--- config.mk ---
export PLATFORM = sky130hd
export DESIGN_NAME = btn_toggle_pulse
export DESIGN_NICKNAME = d
export VERILOG_FILES = /design/src/rtl/btn_pkg.sv /design/src/rtl/btn_toggle_pulse_sync2.sv /design/src/rtl/btn_toggle_pulse.sv
export SDC_FILE = /design/constraint.sdc
export NUM_CORES = 1
export LEC_CHECK = 0
export ABC_AREA = 1
export CELL_PAD_IN_SITES_DETAIL_PLACEMENT = 0
export CELL_PAD_IN_SITES_GLOBAL_PLACEMENT = 2
export CORE_MARGIN = 5
export CORE_UTILIZATION = 35
export CTS_BUF_LIST = sky130_fd_sc_hd__clkbuf_8
export CTS_CLUSTER_SIZE = 16
export DETAILED_ROUTE_END_ITERATION = 7
export PLACE_DENSITY = 0.81
export SLEW_MARGIN = 20
export SYNTH_ARGS = -nofsm -noshare
export SYNTH_HDL_FRONTEND = slang
export SYNTH_SLANG_ARGS = --single-unit
--- constraint.sdc ---
create_clock -name clk -period 4.85 [get_ports clk]
set_clock_uncertainty 0.1 [all_clocks]
set_input_delay 1.2125 -clock clk [delete_from_list [all_inputs] [get_ports clk]]
set_output_delay 1.2125 -clock clk [all_outputs]
set_load 0.02 [all_outputs]
--- src/rtl/btn_pkg.sv ---
// Shared types and constants for the push-button front end: FSM state encoding,
// default cycle counts and the stability-counter width helper.
package btn_pkg;

  typedef enum logic [1:0] {
    IDLE,
    PRESS_WAIT,
    PRESSED,
    RELEASE_WAIT
  } btn_state_e;

  localparam int DEF_DEBOUNCE_CYCLES = 1_000_000;
  localparam int DEF_REPEAT_DELAY    = 50_000_000;
  localparam int DEF_REPEAT_PERIOD   = 20_000_000;

  // Counter must be able to hold the largest interval it ever measures.
  function automatic int cnt_width(input int a, input int b, input int c);
    int m;
    m = a;
    if (b > m) m = b;
    if (c > m) m = c;
    return $clog2(m + 1);
  endfunction

endpackage

--- src/rtl/btn_toggle_pulse_sync2.sv ---
// Generic two-flop synchroniser for asynchronous inputs; reset value selectable
// so the flops come up at the input's inactive level.
module sync2 #(
  parameter int           W       = 1,
  parameter logic [W-1:0] RST_VAL = '0
) (
  input  logic         clk,
  input  logic         rstn,
  input  logic [W-1:0] d,
  output logic [W-1:0] q
);

  logic [W-1:0] s1_q, s2_q;

  always_ff @(posedge clk or negedge rstn) begin
    if (!rstn) begin
      s1_q <= RST_VAL;
      s2_q <= RST_VAL;
    end else begin
      s1_q <= d;
      s2_q <= s1_q;
    end
  end

  assign q = s2_q;

endmodule

--- src/rtl/btn_toggle_pulse.sv ---
// Debounced button to single-cycle toggle pulse. Define BTN_TOGGLE_AUTOREPEAT_EN
// to emit repeat pulses while the button stays held.
module btn_toggle_pulse
  import btn_pkg::*;
#(
  parameter int DEBOUNCE_CYCLES = DEF_DEBOUNCE_CYCLES,
  parameter int ACTIVE_LOW_BTN  = 0,
  parameter int REPEAT_DELAY    = DEF_REPEAT_DELAY,
  parameter int REPEAT_PERIOD   = DEF_REPEAT_PERIOD
) (
  input  logic clk,
  input  logic rstn,
  input  logic btn_raw,
  output logic t_pulse,
  output logic en_out,
  output logic btn_level
);

  localparam int CW = cnt_width(DEBOUNCE_CYCLES, REPEAT_DELAY, REPEAT_PERIOD);
  localparam logic [CW-1:0] DB_LAST = CW'(DEBOUNCE_CYCLES - 1);
  localparam logic [CW-1:0] CNT_MAX = '1;
`ifdef BTN_TOGGLE_AUTOREPEAT_EN
  localparam logic [CW-1:0] RD_LAST = CW'(REPEAT_DELAY - 1);
  localparam logic [CW-1:0] RP_LAST = CW'(REPEAT_PERIOD - 1);
`endif

  logic raw_s, btn_sync;

  // Reset the synchroniser to the raw inactive level so btn_sync starts at 0.
  sync2 #(.W(1), .RST_VAL(1'(ACTIVE_LOW_BTN != 0))) u_sync (
    .clk  (clk),
    .rstn (rstn),
    .d    (btn_raw),
    .q    (raw_s)
  );

  assign btn_sync = (ACTIVE_LOW_BTN != 0) ? ~raw_s : raw_s;

  btn_state_e    state_q, state_d;
  logic [CW-1:0] cnt_q, cnt_d, cnt_inc;
  logic          pulse_q, pulse_d;
  logic          level_q, level_d;
  logic          en_q;
`ifdef BTN_TOGGLE_AUTOREPEAT_EN
  logic          rep_q, rep_d;
`endif

  assign cnt_inc = (cnt_q == CNT_MAX) ? cnt_q : cnt_q + CW'(1);

  always_comb begin
    state_d = state_q;
    cnt_d   = cnt_q;
    pulse_d = 1'b0;
    level_d = level_q;
`ifdef BTN_TOGGLE_AUTOREPEAT_EN
    rep_d   = rep_q;
`endif
    case (state_q)
      IDLE: begin
        if (btn_sync) begin
          cnt_d   = '0;
          state_d = PRESS_WAIT;
        end
      end
      PRESS_WAIT: begin
        if (!btn_sync) begin
          state_d = IDLE;
        end else if (cnt_q == DB_LAST) begin
          state_d = PRESSED;
          pulse_d = 1'b1;
          level_d = 1'b1;
          cnt_d   = '0;
`ifdef BTN_TOGGLE_AUTOREPEAT_EN
          rep_d   = 1'b0;
`endif
        end else begin
          cnt_d = cnt_inc;
        end
      end
      PRESSED: begin
        if (!btn_sync) begin
          cnt_d   = '0;
          state_d = RELEASE_WAIT;
        end
`ifdef BTN_TOGGLE_AUTOREPEAT_EN
        // First repeat waits REPEAT_DELAY, later ones REPEAT_PERIOD.
        else if (cnt_q == (rep_q ? RP_LAST : RD_LAST)) begin
          pulse_d = !pulse_q;
          cnt_d   = '0;
          rep_d   = 1'b1;
        end else begin
          cnt_d = cnt_inc;
        end
`endif
      end
      RELEASE_WAIT: begin
        if (btn_sync) begin
          cnt_d   = '0;
          state_d = PRESSED;
        end else if (cnt_q == DB_LAST) begin
          state_d = IDLE;
          level_d = 1'b0;
        end else begin
          cnt_d = cnt_inc;
        end
      end
      default: state_d = IDLE;
    endcase
  end

  always_ff @(posedge clk or negedge rstn) begin
    if (!rstn) begin
      state_q <= IDLE;
      cnt_q   <= '0;
      pulse_q <= 1'b0;
      level_q <= 1'b0;
      en_q    <= 1'b0;
`ifdef BTN_TOGGLE_AUTOREPEAT_EN
      rep_q   <= 1'b0;
`endif
    end else begin
      state_q <= state_d;
      cnt_q   <= cnt_d;
      pulse_q <= pulse_d;
      level_q <= level_d;
      en_q    <= 1'b1;
`ifdef BTN_TOGGLE_AUTOREPEAT_EN
      rep_q   <= rep_d;
`endif
    end
  end

  assign t_pulse   = pulse_q;
  assign en_out    = en_q;
  assign btn_level = level_q;

endmodule

# [Word level (Yosys, flattened, before mapping)]
# Cells that the tools add are included.
[totals] ff_bits=33 inputBits=3 output_inout_bits=3 elab_cells=50
[classes] n_addsub=1 n_eq_ne=14 n_mux=23 reduce_logical=5
[ops] operator="2-to-1 mux 26 bit" count=7
[ops] operator="one-hot mux 26 bit (4 select lines)" count=1
[ops] operator="adder 26 x 1 -> 26 bit (second input constant)" count=1
[ops] operator="equality test 26 x 20 -> 1 bit (second input constant)" count=1
[ops] operator="equality test 26 bit (second input constant)" count=1
[ops] operator="2-to-1 mux 2 bit" count=6
[ops] operator="inequality test 2 bit (second input constant)" count=4
[ops] operator="one-hot mux 2 bit (4 select lines)" count=1
[ops] operator="AND reduction 4 bit" count=2
[ops] operator="2-to-1 mux 1 bit" count=7
[ops] operator="inequality test 3 x 2 -> 1 bit (second input constant)" count=2
[ops] operator="AND reduction 5 bit" count=1
[ops] operator="equality test 2 bit (second input constant)" count=2
[ops] operator="inequality test 2 x 1 -> 1 bit (second input constant)" count=2
[ops] operator="inequality test 3 bit (second input constant)" count=1
[ops] operator="equality test 2 x 1 -> 1 bit (second input constant)" count=1
[ops] operator="zero test 2 bit" count=1
[ops] operator="one-hot mux 1 bit (2 select lines)" count=1
[ops] operator="nonzero test 2 bit" count=1

# [Depth between registers and ports, before layout]
[depth] word_depth=5 depth_mapped=12 mapped_depth_nobuf=11

# [Cells and area by module]
# Synthesis repeated with hierarchy kept, for this count alone.
[hier_totals] hier_cells=358 hier_area_um2=2397.3
[by_module_without_submodules] module="btn_toggle_pulse" n_inst=1 cells_per_inst=356 area_each_um2=2347.3 seq_area_each_um2=775.7
[by_module_without_submodules] module="sync2" n_inst=1 cells_per_inst=2 area_each_um2=50.0 seq_area_each_um2=50.0

# [Worst setup path after synthesis]
# No wires, ideal clock.
[synth_path] path_type="register to register" from="register cnt_q[0]" to="register cnt_q[13]" setup_time_ps=65 t_arrival_ps=1598 t_required_ps=4685 setup_slack_ps=3087 stages_incl_launch_ff=13 path_buffers=1 synth_period_minus_slack_ps=1763 path_cell_list="dfrtp_1 > ha_1 > inv_2 > nor2_8 > nand2_4 > nor2_4 > nand3_2 > buf_6 > nand2_2 > nand3_1 > nand2_1 > nand2_1 > nand2_1"
[synth_between] elab_chain_len=5 word_cells_on_any_way=11 cone_classes="add/sub: 1; eq/ne: 3; mux: 6; reduce/logical: 1"
[synth_rtl] item="from (decl)" line_no="btn_toggle_pulse.sv:40" text="logic [CW-1:0] cnt_q, cnt_d, cnt_inc;"
[synth_rtl] item="from (signal assigned)" line_no="btn_toggle_pulse.sv:123" text="cnt_q <= cnt_d;"
[synth_rtl] item="adder 26 x 1 -> 26 bit or equality test 26 bit (tied branches)" line_no="btn_toggle_pulse.sv:48" text="assign cnt_inc = (cnt_q == CNT_MAX) ? cnt_q : cnt_q + CW'(1);"
[synth_rtl] item="2-to-1 mux 26 bit" line_no="btn_toggle_pulse.sv:48"
[synth_rtl] item="2-to-1 mux 26 bit, on equally long branches" line_no="btn_toggle_pulse.sv:100, btn_toggle_pulse.sv:68"
[synth_rtl] item="2-to-1 mux 26 bit, on equally long branches" line_no="btn_toggle_pulse.sv:97, btn_toggle_pulse.sv:66"
[synth_rtl] item="one-hot mux 26 bit (4 select lines)" line_no="btn_toggle_pulse.sv:58" text="case (state_q)"
# Several ways; a longest one is shown, not always the timed one. The select of a mux whose other input is x is not followed.
# A chain may end at the register's enable or synchronous reset.

# [Final worst setup path]
[layout_path] from="register level_q (netlist: btn_level)" to="output btn_level"
[layout_rtl] item="from (decl)" line_no="btn_toggle_pulse.sv:42" text="logic level_q, level_d;"
[layout_rtl] item="from (signal assigned)" line_no="btn_toggle_pulse.sv:125" text="level_q <= level_d;"
[layout_rtl] item="to (decl)" line_no="btn_toggle_pulse.sv:16" text="output logic btn_level"
# No word-level cell between the ends.

==> run summary <==
run status - finished clean
setup bufs post-CTS - 0
CP delay by family, top - buffers and inverters
worst path cell trace - clkdlybuf4s50_1
Mapped Nets - 378
top cells by area, synth - dfrtp_1, nand2_1, nor2_1, nand3_1, inv_1
Initial DRC Count - 192
syn avg cell area - 6.40 um^2
Yosys reg bits - 33
Worst-Skew Late Latency - 0.29 ns
Post-Syn Instances - 374
Routed Antenna Nets - 0
depth of the CTS H-tree - 2
most common cell after layout, fill and taps aside - nand2_1
gr usage total - 0.167
ANT cells - 0
final setup vio count - 0
Initial Util - 0.356
pre-CTS WS - 2.50 ns
Peak Freq - 390 MHz
Worst-Margin Slew - 0.825 ns
Hold WS - 0.262 ns
WP data arrival - 1.25 ns
max cap viols - 0
crit start category - flop
PD cells - 215 nW/um^2
Wirelength per Cell - 14.4 um
CTS Buf Count - 5
RSZ-0062 raised after global routing - no
Via Count - 2305
CORE AREA - 6720 um^2
CTS Sinks - 33
GRT overflow - 0
register area share after synthesis - 0.345
CTS Hold Buffers Added - 0
mapped cell area - 2390 um^2
crit share post-route - 0.529
worst-path maximum fanout - 2
largest net degree at the start of global routing - 34
CP Buf/Inv Count - 1
clock root buffer - clkbuf_8
slew margin rel. - 0.450
IO Pins - 6
Final Total Pwr - 557 uW
Area Overhead vs Synth - 8.05%
fillcell total - 760
Syn. warnings - 0
final net count - 384
max-slew violations - 0
Min-Delay Path Class - reg -> reg
initial antenna violation count - 0
largest area contributor in the netlist - dfrtp_1
Synth cell types - 29
post-CTS sizing - 0
Final Hold Viols - 0
die area - 8590 um^2
Via-to-Cell Ratio - 5.01
layout cells sized above 1 - 0.0711
Die Ht - 92.7 um
Max VDD drop - 0.0000968 V
Final HPWL DP - 5.00 mm
CTS clock-pin slew for the worst setup and hold paths - 0.07 ns
Max Root-Sink Buffers - 2
Worst Setup End Kind - output pin
drc violations - 0
Worst EP required - 3.54 ns
slowest stage cell on the critical path - clkdlybuf4s50_1
drt pass-1 iters - 4
CTS tree - done
CP peak stage delay - 0.61 ns
PortBufs - 5
min setup slack post-route - 2.29 ns
share of Yosys cell area claimed by the top area cell type - 0.345
minimum clock period after layout - 2.56 ns
Post-Route WL - 6.62 mm
number of global-route vias before repair - 2178
setup TNS - 0 ns
most frequent cells in the layout - nand2_1, nor2_1, nand3_1
RD Place Congestion - 0.816
Core Rows - 30
Leakage - 1.29 nW
Setup Crit Path Kind - reg -> out
global-route wire length before repair - 11.2 mm
chip width - 92.7 um
-- kinds of logic after synthesis --
kind of cell | after synthesis | synth area share
fa+ha+maj | 1 | 0.00523
buf+inv | 40 | 0.0711
flops | 33 | 0.345
other cells | 1 | 0.00157
compound gates | 24 | 0.0612
xor+xnor | 8 | 0.0293
simple gates | 267 | 0.487
-- area by class of cell --
cell class / count / area, um^2 / area share
inverter: 34 / 128 / 0.0493
sequential: 33 / 826 / 0.319
tap: 80 / 100 / 0.0387
clock buffer: 6 / 82.6 / 0.0319
timing repair buffer: 5 / 45.0 / 0.0174
multi-input combinational: 301 / 1400 / 0.540
clock inverter: 1 / 7.51 / 0.00290
-- Yosys cell counts (all sizes together) --
master / number
inv: 34
xnor2: 3
nor3b: 1
nand3: 36
buf: 6
nand3b: 2
nand2: 136
o21bai: 1
a21oi: 1
o21ai: 14
o211ai: 8
nand4: 13
xor2: 5
dfrtp: 33
ha: 1
nor2: 75
nor3: 4
conb: 1
-- flip-flops by register name (all words and copies together), names as in the netlist, named ones only --
| name | count |
|---|---|
| cnt_q | 26 |
| t_pulse | 1 |
| state_q | 1 |
| u_sync.s1_q | 1 |
| en_out | 1 |
| btn_level | 1 |
| u_sync.q | 1 |
-- where the power goes --
group | switching, mW | total (mW) | internal (mW)
clock network | 0.112 | 0.224 | 0.112
logic | 0.0306 | 0.0433 | 0.0127
registers | 0.00893 | 0.290 | 0.281
total | 0.151 | 0.557 | 0.406
-- layer usage --
metal	routed length, um	up-vias	global-route usage
li1	-	1206	-
met5	0	-	0
met2	2980	28	0.263
met3	189	11	0.0268
met1	3330	1060	0.234
met4	124	0	0.0513
-- through the flow --
step                      area, um^2  utilization  std cells
final                           2590        0.385        460
after global routing            2590        0.385        460
after CTS                       2590        0.385        460
after detailed placement        2500        0.372        453
after global placement          2500        0.372        453
after floorplan                 2390            -        374
-- path summary, 6_finish.rpt --
kind                                       start                    end  slack (ns)  depth (start not counted)
setup / recovery           btn_level$_DFFE_PN0P_              btn_level        2.29                          1
hold / removal             u_sync.s1_q$_DFF_PN0_     u_sync.q$_DFF_PN0_        0.26                          0
setup reg to reg            cnt_q[0]$_DFFE_PN0P_   cnt_q[5]$_DFFE_PN0P_        2.53                         10
hold reg to reg            u_sync.s1_q$_DFF_PN0_     u_sync.q$_DFF_PN0_        0.26                          0
max in group asynchronous                   rstn  cnt_q[15]$_DFFE_PN0P_        3.22                          1
min in group asynchronous                   rstn       en_out$_DFF_PN0_        0.92                          1
Power figures use the tool's default switching activity.
